## src/rtl/fairy_dsram_arbiter.sv

```systemverilog
// fairy_dsram_arbiter
//   Lets two requesters share the single-port data SRAM. Port 0 is the memory
//   stage load/store path, port 1 is a secondary master such as a debug or DMA
//   loader. The arbiter grants at most one access per cycle and drives the SRAM
//   address, byte enables and write data from the granted port. It then returns
//   read data, which arrives one cycle after the read is issued, to the port
//   that made the load.
//   Port 0 has fixed priority. A starvation counter forces a port 1 grant once
//   port 1 has been denied MAX_WAIT cycles in a row.
// Parameters
//   MAX_WAIT  consecutive port 1 denials before port 1 is forced (1..15)
//   CNT_W     starvation counter width, 2**CNT_W-1 >= MAX_WAIT
// Ports
//   clk, reset_n              clock (rising edge), async active-low reset
//   pN_req_i / pN_wr_i        request (held until ack), 1 = store
//   pN_addr_i / pN_cen_i      byte address, store byte enables
//   pN_wdata_i                store data
//   pN_ack_o                  access accepted this cycle (combinational)
//   pN_rvalid_o / pN_rdata_o  load data return, one cycle after ack
//   data_sram_*               SRAM side; every output is zero when idle
module fairy_dsram_arbiter #(
  parameter int unsigned MAX_WAIT = 4,
  parameter int unsigned CNT_W    = 4
) (
  input  logic        clk,
  input  logic        reset_n,
  input  logic        p0_req_i,
  input  logic        p0_wr_i,
  input  logic [31:0] p0_addr_i,
  input  logic [3:0]  p0_cen_i,
  input  logic [31:0] p0_wdata_i,
  output logic        p0_ack_o,
  output logic        p0_rvalid_o,
  output logic [31:0] p0_rdata_o,
  input  logic        p1_req_i,
  input  logic        p1_wr_i,
  input  logic [31:0] p1_addr_i,
  input  logic [3:0]  p1_cen_i,
  input  logic [31:0] p1_wdata_i,
  output logic        p1_ack_o,
  output logic        p1_rvalid_o,
  output logic [31:0] p1_rdata_o,
  input  logic [31:0] data_sram_rdata_i,
  output logic [31:0] data_sram_addr_o,
  output logic [3:0]  data_sram_cen_o,
  output logic [31:0] data_sram_wdata_o,
  output logic        data_sram_wr_o
);

  logic [CNT_W-1:0] wait_cnt;
  logic             force1;
  logic             gnt0;
  logic             gnt1;
  logic             wr_granted;
  logic             rd_pend;
  logic             rd_owner;

  assign force1 = (wait_cnt == CNT_W'(MAX_WAIT));
  assign gnt1   = p1_req_i & (~p0_req_i | force1);
  assign gnt0   = p0_req_i & ~gnt1;

  assign p0_ack_o = gnt0;
  assign p1_ack_o = gnt1;

  // SRAM request mux. A load always enables all four byte lanes.
  always_comb begin
    data_sram_addr_o  = '0;
    data_sram_cen_o   = '0;
    data_sram_wdata_o = '0;
    data_sram_wr_o    = 1'b0;
    if (gnt1) begin
      data_sram_addr_o  = p1_addr_i;
      data_sram_cen_o   = p1_wr_i ? p1_cen_i : 4'b1111;
      data_sram_wdata_o = p1_wdata_i;
      data_sram_wr_o    = p1_wr_i;
    end else if (gnt0) begin
      data_sram_addr_o  = p0_addr_i;
      data_sram_cen_o   = p0_wr_i ? p0_cen_i : 4'b1111;
      data_sram_wdata_o = p0_wdata_i;
      data_sram_wr_o    = p0_wr_i;
    end
  end

  assign wr_granted = data_sram_wr_o;

  // Starvation counter. It counts consecutive denied port 1 cycles and holds at
  // MAX_WAIT so that the force condition stays asserted until port 1 is served.
  always_ff @(posedge clk or negedge reset_n) begin
    if (!reset_n) begin
      wait_cnt <= '0;
    end else if (gnt1 || !p1_req_i) begin
      wait_cnt <= '0;
    end else if (!force1) begin
      wait_cnt <= wait_cnt + 1'b1;
    end
  end

  // Read return tracking: records whether a load was issued and which port owns it.
  always_ff @(posedge clk or negedge reset_n) begin
    if (!reset_n) begin
      rd_pend  <= 1'b0;
      rd_owner <= 1'b0;
    end else begin
      rd_pend  <= (gnt0 | gnt1) & ~wr_granted;
      rd_owner <= gnt1;
    end
  end

  assign p0_rvalid_o = rd_pend & ~rd_owner;
  assign p1_rvalid_o = rd_pend & rd_owner;
  assign p0_rdata_o  = p0_rvalid_o ? data_sram_rdata_i : '0;
  assign p1_rdata_o  = p1_rvalid_o ? data_sram_rdata_i : '0;

endmodule

```

## config.mk

```make
export PLATFORM = sky130hd
export DESIGN_NAME = fairy_dsram_arbiter
export DESIGN_NICKNAME = d
export VERILOG_FILES = /design/src/rtl/fairy_dsram_arbiter.sv
export SDC_FILE = /design/constraint.sdc
export NUM_CORES = 1
export LEC_CHECK = 0
export BUFFER_PORTS_ARGS = -buffer_cell sky130_fd_sc_hd__buf_4
export CAP_MARGIN = 5
export CORE_AREA = 5 5 118 120
export CTS_BUF_LIST = sky130_fd_sc_hd__clkbuf_4
export DETAILED_ROUTE_END_ITERATION = 6
export DIE_AREA = 0 0 123 125
export PLACE_DENSITY = 0.44
export SYNTH_ARGS = -nofsm -noshare
export SYNTH_HDL_FRONTEND = slang
export SYNTH_SLANG_ARGS = --single-unit
```

## constraint.sdc

```tcl
create_clock -name clk -period 1.83 [get_ports clk]
set_input_delay 0.2745 -clock clk [delete_from_list [all_inputs] [get_ports clk]]
set_output_delay 0.2745 -clock clk [all_outputs]
set_load 0.05 [all_outputs]
```

==> results.toml, run 1 <==
[run_status]
status = "complete, but fails checks"
violations = "negative setup slack"

[timing]
fin_hold_ws_ns = 0.397
tns_ns = -12.11
setup_viol = 71
rsz0062_at_grt = "yes"
finClkSkew_ns = 0.00995
fmax_ghz = 0.492
max_slew_margin_pct = 76.6
finalCritPeriodShare_pct = 111
slew_violations = 0
setup_ws_ns = -0.200
hold_viol_final = 0
fin_crit_ns = 2.03
tightest_slew_ns = 0.348

[floorplan]
fp.dieW_um = 123
fp-row-count = 42
die_y_um = 125
die_area_um2 = 15400
ios = 311
core-area_um2 = 12900
start_util_pct = 14.6

[yosys]
synthArstFlopShare_pct = 100
syn_inst = 336
syn_nets = 512
synth_edf_count = 0
ys_ff_latch = 6
dominantRegCellSynth = "dfrtp_1"
synth_common_cells = "nand3_1, nand2_1, o21ai_1, and3_1, and2_1"
synth_cell_types = 22
syn_avg_cell_area_um2 = 5.59
ys_seq_area_share_pct = 8.00
synth_top_cell_area_share_pct = 17.3
synth.most_common_cell = "nand3_1"
yosysTopAreaCell = "nand3_1"
yosys_warnings = 0
synth_area_leaders = "nand3_1, o21ai_1, nand2_1, and3_1, and2_1"
syn_area_um2 = 1880

[critical_path]
end_kind = "primary output"
startpoint_type = "flip-flop"
cp.required_ns = 1.56
path_class = "flip-flop to primary output"
cp_slowest_stage_delay_ns = 0.39
cp_max_fo = 8
arrival_ns = 1.76
slowest_stage = "dfrtp_1"
cp_cell_sequence = "inv_2, ha_4, nand3b_1, and2_4, buf_12, o22ai_4, buf_6"

[global_routing]
grt_antenna_before_repair = 1
grt_usage_pct = 16.6
grt_pass1_vias = 3857
grt_pass1_wl_um = 20800
gr-total-overflow = 0
grt_max_degree = 54

[finish]
design_area_um2 = 5990
utilization_pct = 46.5
layoutNonFillerInstCount = 824
synthToLayoutAreaGrowth_pct = 219
final_nets = 824
drive_above_1_share_pct = 71.1
nFillCells = 1304
seqCellArea_um2 = 150
multiInputGateArea_um2 = 2370

[placed_design]
place_inst = 805
dp_slack_ns = -0.0445
portBuffers = 310
dp_hpwl_um = 11100
gp_congestion = 0.741
placed_area_um2 = 5100

[clocking]
cts_tree = "built"
numCtsBuffers = 3
cts_root_buf = "clkbuf_4"
clk_latency_ns = 0.25
htreeDepth = 1
clock-sinks = 6
clk_pin_slew_worst_paths_ns = 0.05
clk_path_buf_depth = 2

[routing]
first_pass_iters = 4
route.detailed.drc = 0
vias = 3681
first_iter_violations = 84
via_per_inst = 4.47
totalWireLength_um = 14300
wl_per_cell_um = 17.4
postRouteAntennaNets = 0

[pwr]
p_comb_share_pct = 88.2
switchingPower_mw = 1.19
internal_power_mw = 1.04
seq_power_share_pct = 6.3
power.density_nw_per_um2 = 371
power.total_mw = 2.22
p_clk_share_pct = 5.4
netSwitchingFraction_pct = 53.4
vdd_drop_max_mv = 0.169
p_leak_nw = 3.00

[job]
max_cap_violations = 0

[min_path]
min_path_type = "input port to async pin"
==> worst paths after layout <==
kind | depth (start not counted) | endpoint | slack [ns] | startpoint
setup / recovery | 7 | data_sram_cen_o[0] | -0.20 | wait_cnt[0]
hold / removal | 2 | rd_owner | 0.40 | reset_n
setup reg to reg | 9 | rd_pend | 0.15 | wait_cnt[0]
hold reg to reg | 2 | wait_cnt[0] | 0.62 | wait_cnt[0]
max in group asynchronous | 2 | wait_cnt[2] | 1.30 | reset_n
min in group clk | 3 | rd_pend | 0.49 | p1_wr_i
==> power by group through the flow <==
stage | Sequential, mW | Clock (mW) | Combinational (mW)
after floorplan | 0.144 | 0 | 1.08
after global placement | 0.142 | 0 | 1.74
after detailed placement | 0.142 | 0 | 1.75
after CTS | 0.140 | 0.127 | 1.89
after global routing | 0.141 | 0.134 | 2.06
final | 0.141 | 0.121 | 1.96
==> state kept, by name, indices dropped and copies added (netlist names) <==
register  count
wait_cnt      4
rd_owner      1
rd_pend       1
==> routing by layer <==
layer  part of all wire, %  track usage [%]  up-vias
met2                    54             32.3      198
met5                     0                0        -
met3                    10             5.19       12
met4                   1.4             2.35        0
li1                      -                -     1789
met1                    34             17.7     1682
==> layout by cell type, fill, tap and decap left out, types with 2 or more instances in the layout <==
cell type / count
buf_4: 252
nand2_1: 64
buf_6: 58
o21ai_4: 49
and3_1: 36
nand3_2: 35
and2_1: 33
nand3_1: 30
buf_8: 18
o21ai_2: 15
buf_12: 10
o21ai_0: 8
dfrtp_1: 6
clkbuf_16: 5
o22ai_4: 4
and2_4: 3
clkbuf_4: 3
diode_2: 2
inv_2: 2
inv_1: 2
buf_16: 2
==> cells by family after synthesis <==
| kind of cell | after synthesis | synth area share, % |
|---|---|---|
| xor gates and xnor gates | 2 | 0.934 |
| adders and majority gates | 2 | 1.33 |
| AOI/OAI and AO/OA | 79 | 22.1 |
| DFF | 6 | 8.00 |
| buffers and inverters | 44 | 12.6 |
| and+or+nand+nor | 203 | 55.1 |
==> what timing repair did <==
action | in CTS | in global routing
hold buffers | 1 | 0
setup endpoints to repair | 71 | 76
pin swaps | 1 | 28
endpoints found under the hold margin | 6 | 0
gates resized for setup | 116 | 37
gates cloned | 1 | 6
buffers inserted | 4 | 2
==> layout make-up <==
| type | instances | share of cell area, % |
|---|---|---|
| antenna | 2 | 0.0836 |
| clock buffer | 3 | 0.376 |
| inverter | 4 | 0.251 |
| multi-input combinational | 287 | 39.6 |
| sequential | 6 | 2.51 |
| tap | 176 | 3.68 |
| timing repair buffer | 346 | 53.5 |
==> worst max-delay path: cells and delay by family, from the launching register on <==
| kind | cells | cell delay [ns] |
|---|---|---|
| buffers and inverters | 3 | 0.44 |
| and+or+nand+nor | 2 | 0.40 |
| DFF | 1 | 0.39 |
| AOI/OAI and AO/OA | 1 | 0.15 |
| adders and majority gates | 1 | 0.12 |
Note: power is estimated with default switching activity, not from simulation.
==> inputs of run 2 (changes only) <==
--- a/config.mk
+++ b/config.mk
@@ -11,7 +11,9 @@
 export CTS_BUF_LIST = sky130_fd_sc_hd__clkbuf_4
 export DETAILED_ROUTE_END_ITERATION = 6
 export DIE_AREA = 0 0 123 125
+export HOLD_SLACK_MARGIN = 0.06
 export PLACE_DENSITY = 0.44
+export RECOVER_POWER = 100
 export SYNTH_ARGS = -nofsm -noshare
 export SYNTH_HDL_FRONTEND = slang
 export SYNTH_SLANG_ARGS = --single-unit
==> results.toml, run 2 (synthesized netlist as in run 1, its figures left out) <==
[clocking]
cts_root_buf = "clkbuf_4"
numCtsBuffers = 3
cts_tree = "built"
clock-sinks = 6
clk_path_buf_depth = 2
htreeDepth = 1
clk_pin_slew_worst_paths_ns = 0.05
clk_latency_ns = 0.25

[critical_path]
cp_max_fo = 8
cp.required_ns = 1.56
path_class = "flip-flop to primary output"
arrival_ns = 1.76
end_kind = "primary output"
startpoint_type = "flip-flop"

[global_routing]
grt_pass1_wl_um = 20800
grt_max_degree = 54
grt_pass1_vias = 3857
grt_antenna_before_repair = 1
gr-total-overflow = 0
grt_usage_pct = 16.6

[floorplan]
fp.dieW_um = 123
fp-row-count = 42
die_area_um2 = 15400
start_util_pct = 14.6
die_y_um = 125
core-area_um2 = 12900
ios = 311

[pwr]
power.density_nw_per_um2 = 371
internal_power_mw = 1.04
seq_power_share_pct = 6.3
p_leak_nw = 3.00
switchingPower_mw = 1.19
power.total_mw = 2.22
p_comb_share_pct = 88.2
vdd_drop_max_mv = 0.169
p_clk_share_pct = 5.4
netSwitchingFraction_pct = 53.4

[placed_design]
dp_hpwl_um = 11100
placed_area_um2 = 5100
place_inst = 805
gp_congestion = 0.741
portBuffers = 310

[routing]
first_iter_violations = 81
wl_per_cell_um = 17.4
postRouteAntennaNets = 0
route.detailed.drc = 0
vias = 3685
totalWireLength_um = 14300
first_pass_iters = 4
via_per_inst = 4.47

[finish]
layoutNonFillerInstCount = 824
final_nets = 824
top_regs = "wait_cnt (4), rd_owner (1), rd_pend (1)"
drive_above_1_share_pct = 70.9
utilization_pct = 46.5
synthToLayoutAreaGrowth_pct = 219
design_area_um2 = 5990
nFillCells = 1304
final_common_cell = "buf_4"
regMostFlops = "wait_cnt"
layout_common_cells = "buf_4, nand2_1, buf_6, o21ai_4, and3_1"
largest_reg_flops = 4

[timing]
setup_viol = 71
setup_ws_ns = -0.201
fin_hold_ws_ns = 0.467
fmax_ghz = 0.492
slew_violations = 0
fin_crit_ns = 2.03
rsz0062_at_grt = "yes"
finClkSkew_ns = 0.00990
tightest_slew_ns = 0.365
hold_viol_final = 0
max_slew_margin_pct = 75.6
finalCritPeriodShare_pct = 111

[run_status]
violations = "negative setup slack"
status = "complete, but fails checks"

[min_path]
min_path_type = "input port to async pin"

[job]
max_cap_violations = 0
-- run 2: changes by cell type in the layout (fill, tap and decap cells not counted), sizes merged --
cell,before,now
buf,340,339
clkbuf,8,9
-- run 2: metrics by stage --
step                setup TNS, ns  worst slack (ns)
CTS                        -13.07            -0.237
finish                     -12.14            -0.201
global route               -18.70            -0.296
detailed placement        -0.0627           -0.0445
floorplan                   -2.61            -0.127
global placement                0           0.00550
-- run 2: metal layers --
metal	GRT usage (%)	up-vias	share of wire, %
met1	17.7	1685	34
li1	-	1790	-
met3	5.19	12	10
met5	0	-	0
met2	32.3	198	54
met4	2.35	0	1.4
-- run 2: power groups by stage --
| stage | logic [mW] | registers [mW] | clock network [mW] |
|---|---|---|---|
| after global placement | 1.74 | 0.142 | 0 |
| after global routing | 2.06 | 0.141 | 0.134 |
| final | 1.96 | 0.141 | 0.121 |
| after floorplan | 1.08 | 0.144 | 0 |
| after detailed placement | 1.75 | 0.142 | 0 |
| after CTS | 1.89 | 0.140 | 0.127 |
-- run 2: area by class of cell --
class                   instances  area, µm²  area share, %
well taps                     176        220           3.68
diodes                          2       5.00         0.0836
clock buffers                   3       22.5          0.376
inverters                       4       15.0          0.251
multi-input cells             287       2370           39.6
repair buffers                346       3200           53.5
flip-flops and latches          6        150           2.51
-- run 2: path summary, 6_finish.rpt --
| kind | slack [ns] | start | end | cells after the start |
|---|---|---|---|---|
| max | -0.20 | wait_cnt[0] | data_sram_cen_o[0] | 7 |
| max in group asynchronous | 1.09 | reset_n | wait_cnt[2] | 2 |
| min in group clk | 0.49 | p1_wr_i | rd_pend | 3 |
| min reg2reg | 0.62 | wait_cnt[0] | wait_cnt[0] | 2 |
| min | 0.47 | reset_n | wait_cnt[0] | 2 |
| max reg2reg | 0.15 | wait_cnt[0] | rd_pend | 9 |
-- run 2: critical path: stages (launching register included) --
cell and delay (ns):
dfrtp_1 0.39, inv_2 0.08, ha_4 0.12, nand3b_1 0.13, and2_4 0.27, buf_12 0.18, o22ai_4 0.15, buf_6 0.18
-- run 2: timing repair --
| action | 4_1_cts | 5_1_grt |
|---|---|---|
| setup buffers | 4 | 2 |
| hold endpoints to repair | 6 | 0 |
| pin swaps | 1 | 28 |
| endpoints found under the setup margin | 71 | 76 |
| gates cloned | 1 | 6 |
| resized for setup | 116 | 37 |
| hold buffers | 1 | 0 |
==> inputs of run 3 (changes only) <==
--- a/config.mk
+++ b/config.mk
@@ -5,14 +5,14 @@
 export SDC_FILE = /design/constraint.sdc
 export NUM_CORES = 1
 export LEC_CHECK = 0
-export BUFFER_PORTS_ARGS = -buffer_cell sky130_fd_sc_hd__buf_4
 export CAP_MARGIN = 5
 export CORE_AREA = 5 5 118 120
 export CTS_BUF_LIST = sky130_fd_sc_hd__clkbuf_4
 export DETAILED_ROUTE_END_ITERATION = 6
 export DIE_AREA = 0 0 123 125
+export DONT_BUFFER_PORTS = 1
 export HOLD_SLACK_MARGIN = 0.06
-export PLACE_DENSITY = 0.44
+export PLACE_DENSITY = 0.3
 export RECOVER_POWER = 100
 export SYNTH_ARGS = -nofsm -noshare
 export SYNTH_HDL_FRONTEND = slang
==> results.toml, run 3 (synthesized netlist as in run 1, its figures left out) <==
[timing]
setup_ws_ns = -0.199
finClkSkew_ns = 0.000624
fin_crit_ns = 2.03
fmax_ghz = 0.493
max_slew_margin_pct = 70.7
tightest_slew_ns = 0.434
slew_violations = 0
hold_viol_final = 0
rsz0062_at_grt = "yes"
setup_viol = 69
finalCritPeriodShare_pct = 111

[placed_design]
gp_congestion = 0.743
dp_hpwl_um = 9690
dp_slack_ns = -0.0790
place_inst = 577
portBuffers = 0
placed_area_um2 = 4040

[pwr]
p_leak_nw = 1.87
vdd_drop_max_mv = 0.193
power.total_mw = 1.84
power.density_nw_per_um2 = 419

[clocking]
clk_path_buf_depth = 2
cts_root_buf = "clkbuf_4"
clk_latency_ns = 0.24
htreeDepth = 1
numCtsBuffers = 3
clk_pin_slew_worst_paths_ns = 0.04
clock-sinks = 6
cts_tree = "built"

[critical_path]
ff2ff_setup_slack_ns = 0.31
end_kind = "primary output"
r2r_end = "rd_pend"
cp.required_ns = 1.56
slowest_stage = "dfrtp_1"
cpMostUsedCell = "buf_12"
cp_cell_sequence = "inv_2, ha_4, nand3b_1, and2_4, buf_12, o21ai_2, buf_12"
r2r-start = "wait_cnt[0]"
cp_max_fo = 26
cp_slowest_stage_delay_ns = 0.36
crit_buf_inv = 3
arrival_ns = 1.75
reg2regPathDepth = 7
startpoint_type = "flip-flop"
crit_family = "buffers and inverters"
path_class = "flip-flop to primary output"

[routing]
first_pass_iters = 4
first_iter_violations = 102
wl_per_cell_um = 20.5
vias = 2808
postRouteAntennaNets = 0
via_per_inst = 4.74
route.detailed.drc = 0
totalWireLength_um = 12200

[finish]
seqCellArea_um2 = 150
utilization_pct = 34.2
final_nets = 593
regMostFlops = "wait_cnt"
multiInputGateArea_um2 = 2270
top_regs = "wait_cnt (4), rd_owner (1), rd_pend (1)"
layoutNonFillerInstCount = 593
layout_common_cells = "nand2_1, nand3_1, buf_12, o21ai_4, buf_4"
nFillCells = 1372
synthToLayoutAreaGrowth_pct = 134
design_area_um2 = 4400
largest_reg_flops = 4
drive_above_1_share_pct = 46.5

[global_routing]
grt_usage_pct = 14.1
grt_pass1_wl_um = 17000
grt_pass1_vias = 2899
grt_antenna_before_repair = 4
gr-total-overflow = 0
grt_max_degree = 75

[run_status]
violations = "negative setup slack"
status = "complete, but fails checks"

[floorplan]
fp.dieW_um = 123
ios = 311
die_y_um = 125
die_area_um2 = 15400
fp-row-count = 42
core-area_um2 = 12900
start_util_pct = 14.6

[job]
max_cap_violations = 0

[min_path]
min_to = "wait_cnt[1]"
hp-start = "p1_req_i"
min_path_type = "input port to flip-flop"
whs_path_depth = 1
[run 3: changes by cell type in the layout (fill, tap and decap cells not counted), moves of 17 or more]
cell     change
buf_4      -203
buf_8       -17
nand3_2     -34
buf_6       -57
buf_12      +53
nand3_1     +34
[run 3: area by class of cell]
| cell class | count | area share, % |
|---|---|---|
| sequential | 6 | 3.41 |
| tap | 176 | 5.00 |
| clock buffer | 3 | 0.512 |
| antenna | 2 | 0.114 |
| inverter | 4 | 0.341 |
| multi-input combinational | 286 | 51.6 |
| timing repair buffer | 116 | 39.0 |
[run 3: power breakdown]
group          total, mW  switching (mW)  internal, mW
clock network      0.119          0.0454        0.0740
registers          0.141         0.00258         0.138
logic               1.58            1.02         0.567
[run 3: repair_timing]
action,CTS,global route
buffers inserted,6,2
pin swaps,24,14
endpoints found under the hold margin,6,0
endpoints found under the setup margin,71,71
hold buffers,1,0
gates resized for setup,20,12
cloned,1,1
[run 3: per-stage QoR]
| step | hold WS, ns | setup TNS [ns] |
|---|---|---|
| 2_1_floorplan | -0.0211 | -2.61 |
| 3_3_place_gp | -0.0203 | -0.300 |
| 3_5_place_dp | -0.0203 | -0.702 |
| 4_1_cts | 0.210 | -11.11 |
| 5_1_grt | 0.244 | -15.17 |
| 6_report | 0.279 | -10.27 |
[run 3: per-layer routing]
| metal | routed length [µm] | track usage, % |
|---|---|---|
| met1 | 3960 | 13.6 |
| met2 | 6840 | 28.4 |
| met3 | 1210 | 4.92 |
| met4 | 126 | 2.35 |
| met5 | 27 | 0 |
[run 3: worst max-delay path by stage]
stage	slack (ns)	startpoint	endpoint	depth (start not counted)
2_1_floorplan	-0.13	wait_cnt[0]	data_sram_cen_o[0]	7
3_3_place_gp	-0.05	wait_cnt[0]	data_sram_cen_o[2]	7
3_5_place_dp	-0.08	wait_cnt[0]	data_sram_cen_o[0]	7
4_1_cts	-0.21	wait_cnt[1]	data_sram_addr_o[26]	7
5_1_grt	-0.27	wait_cnt[0]	data_sram_addr_o[22]	7
6_report	-0.20	wait_cnt[0]	data_sram_wdata_o[23]	7
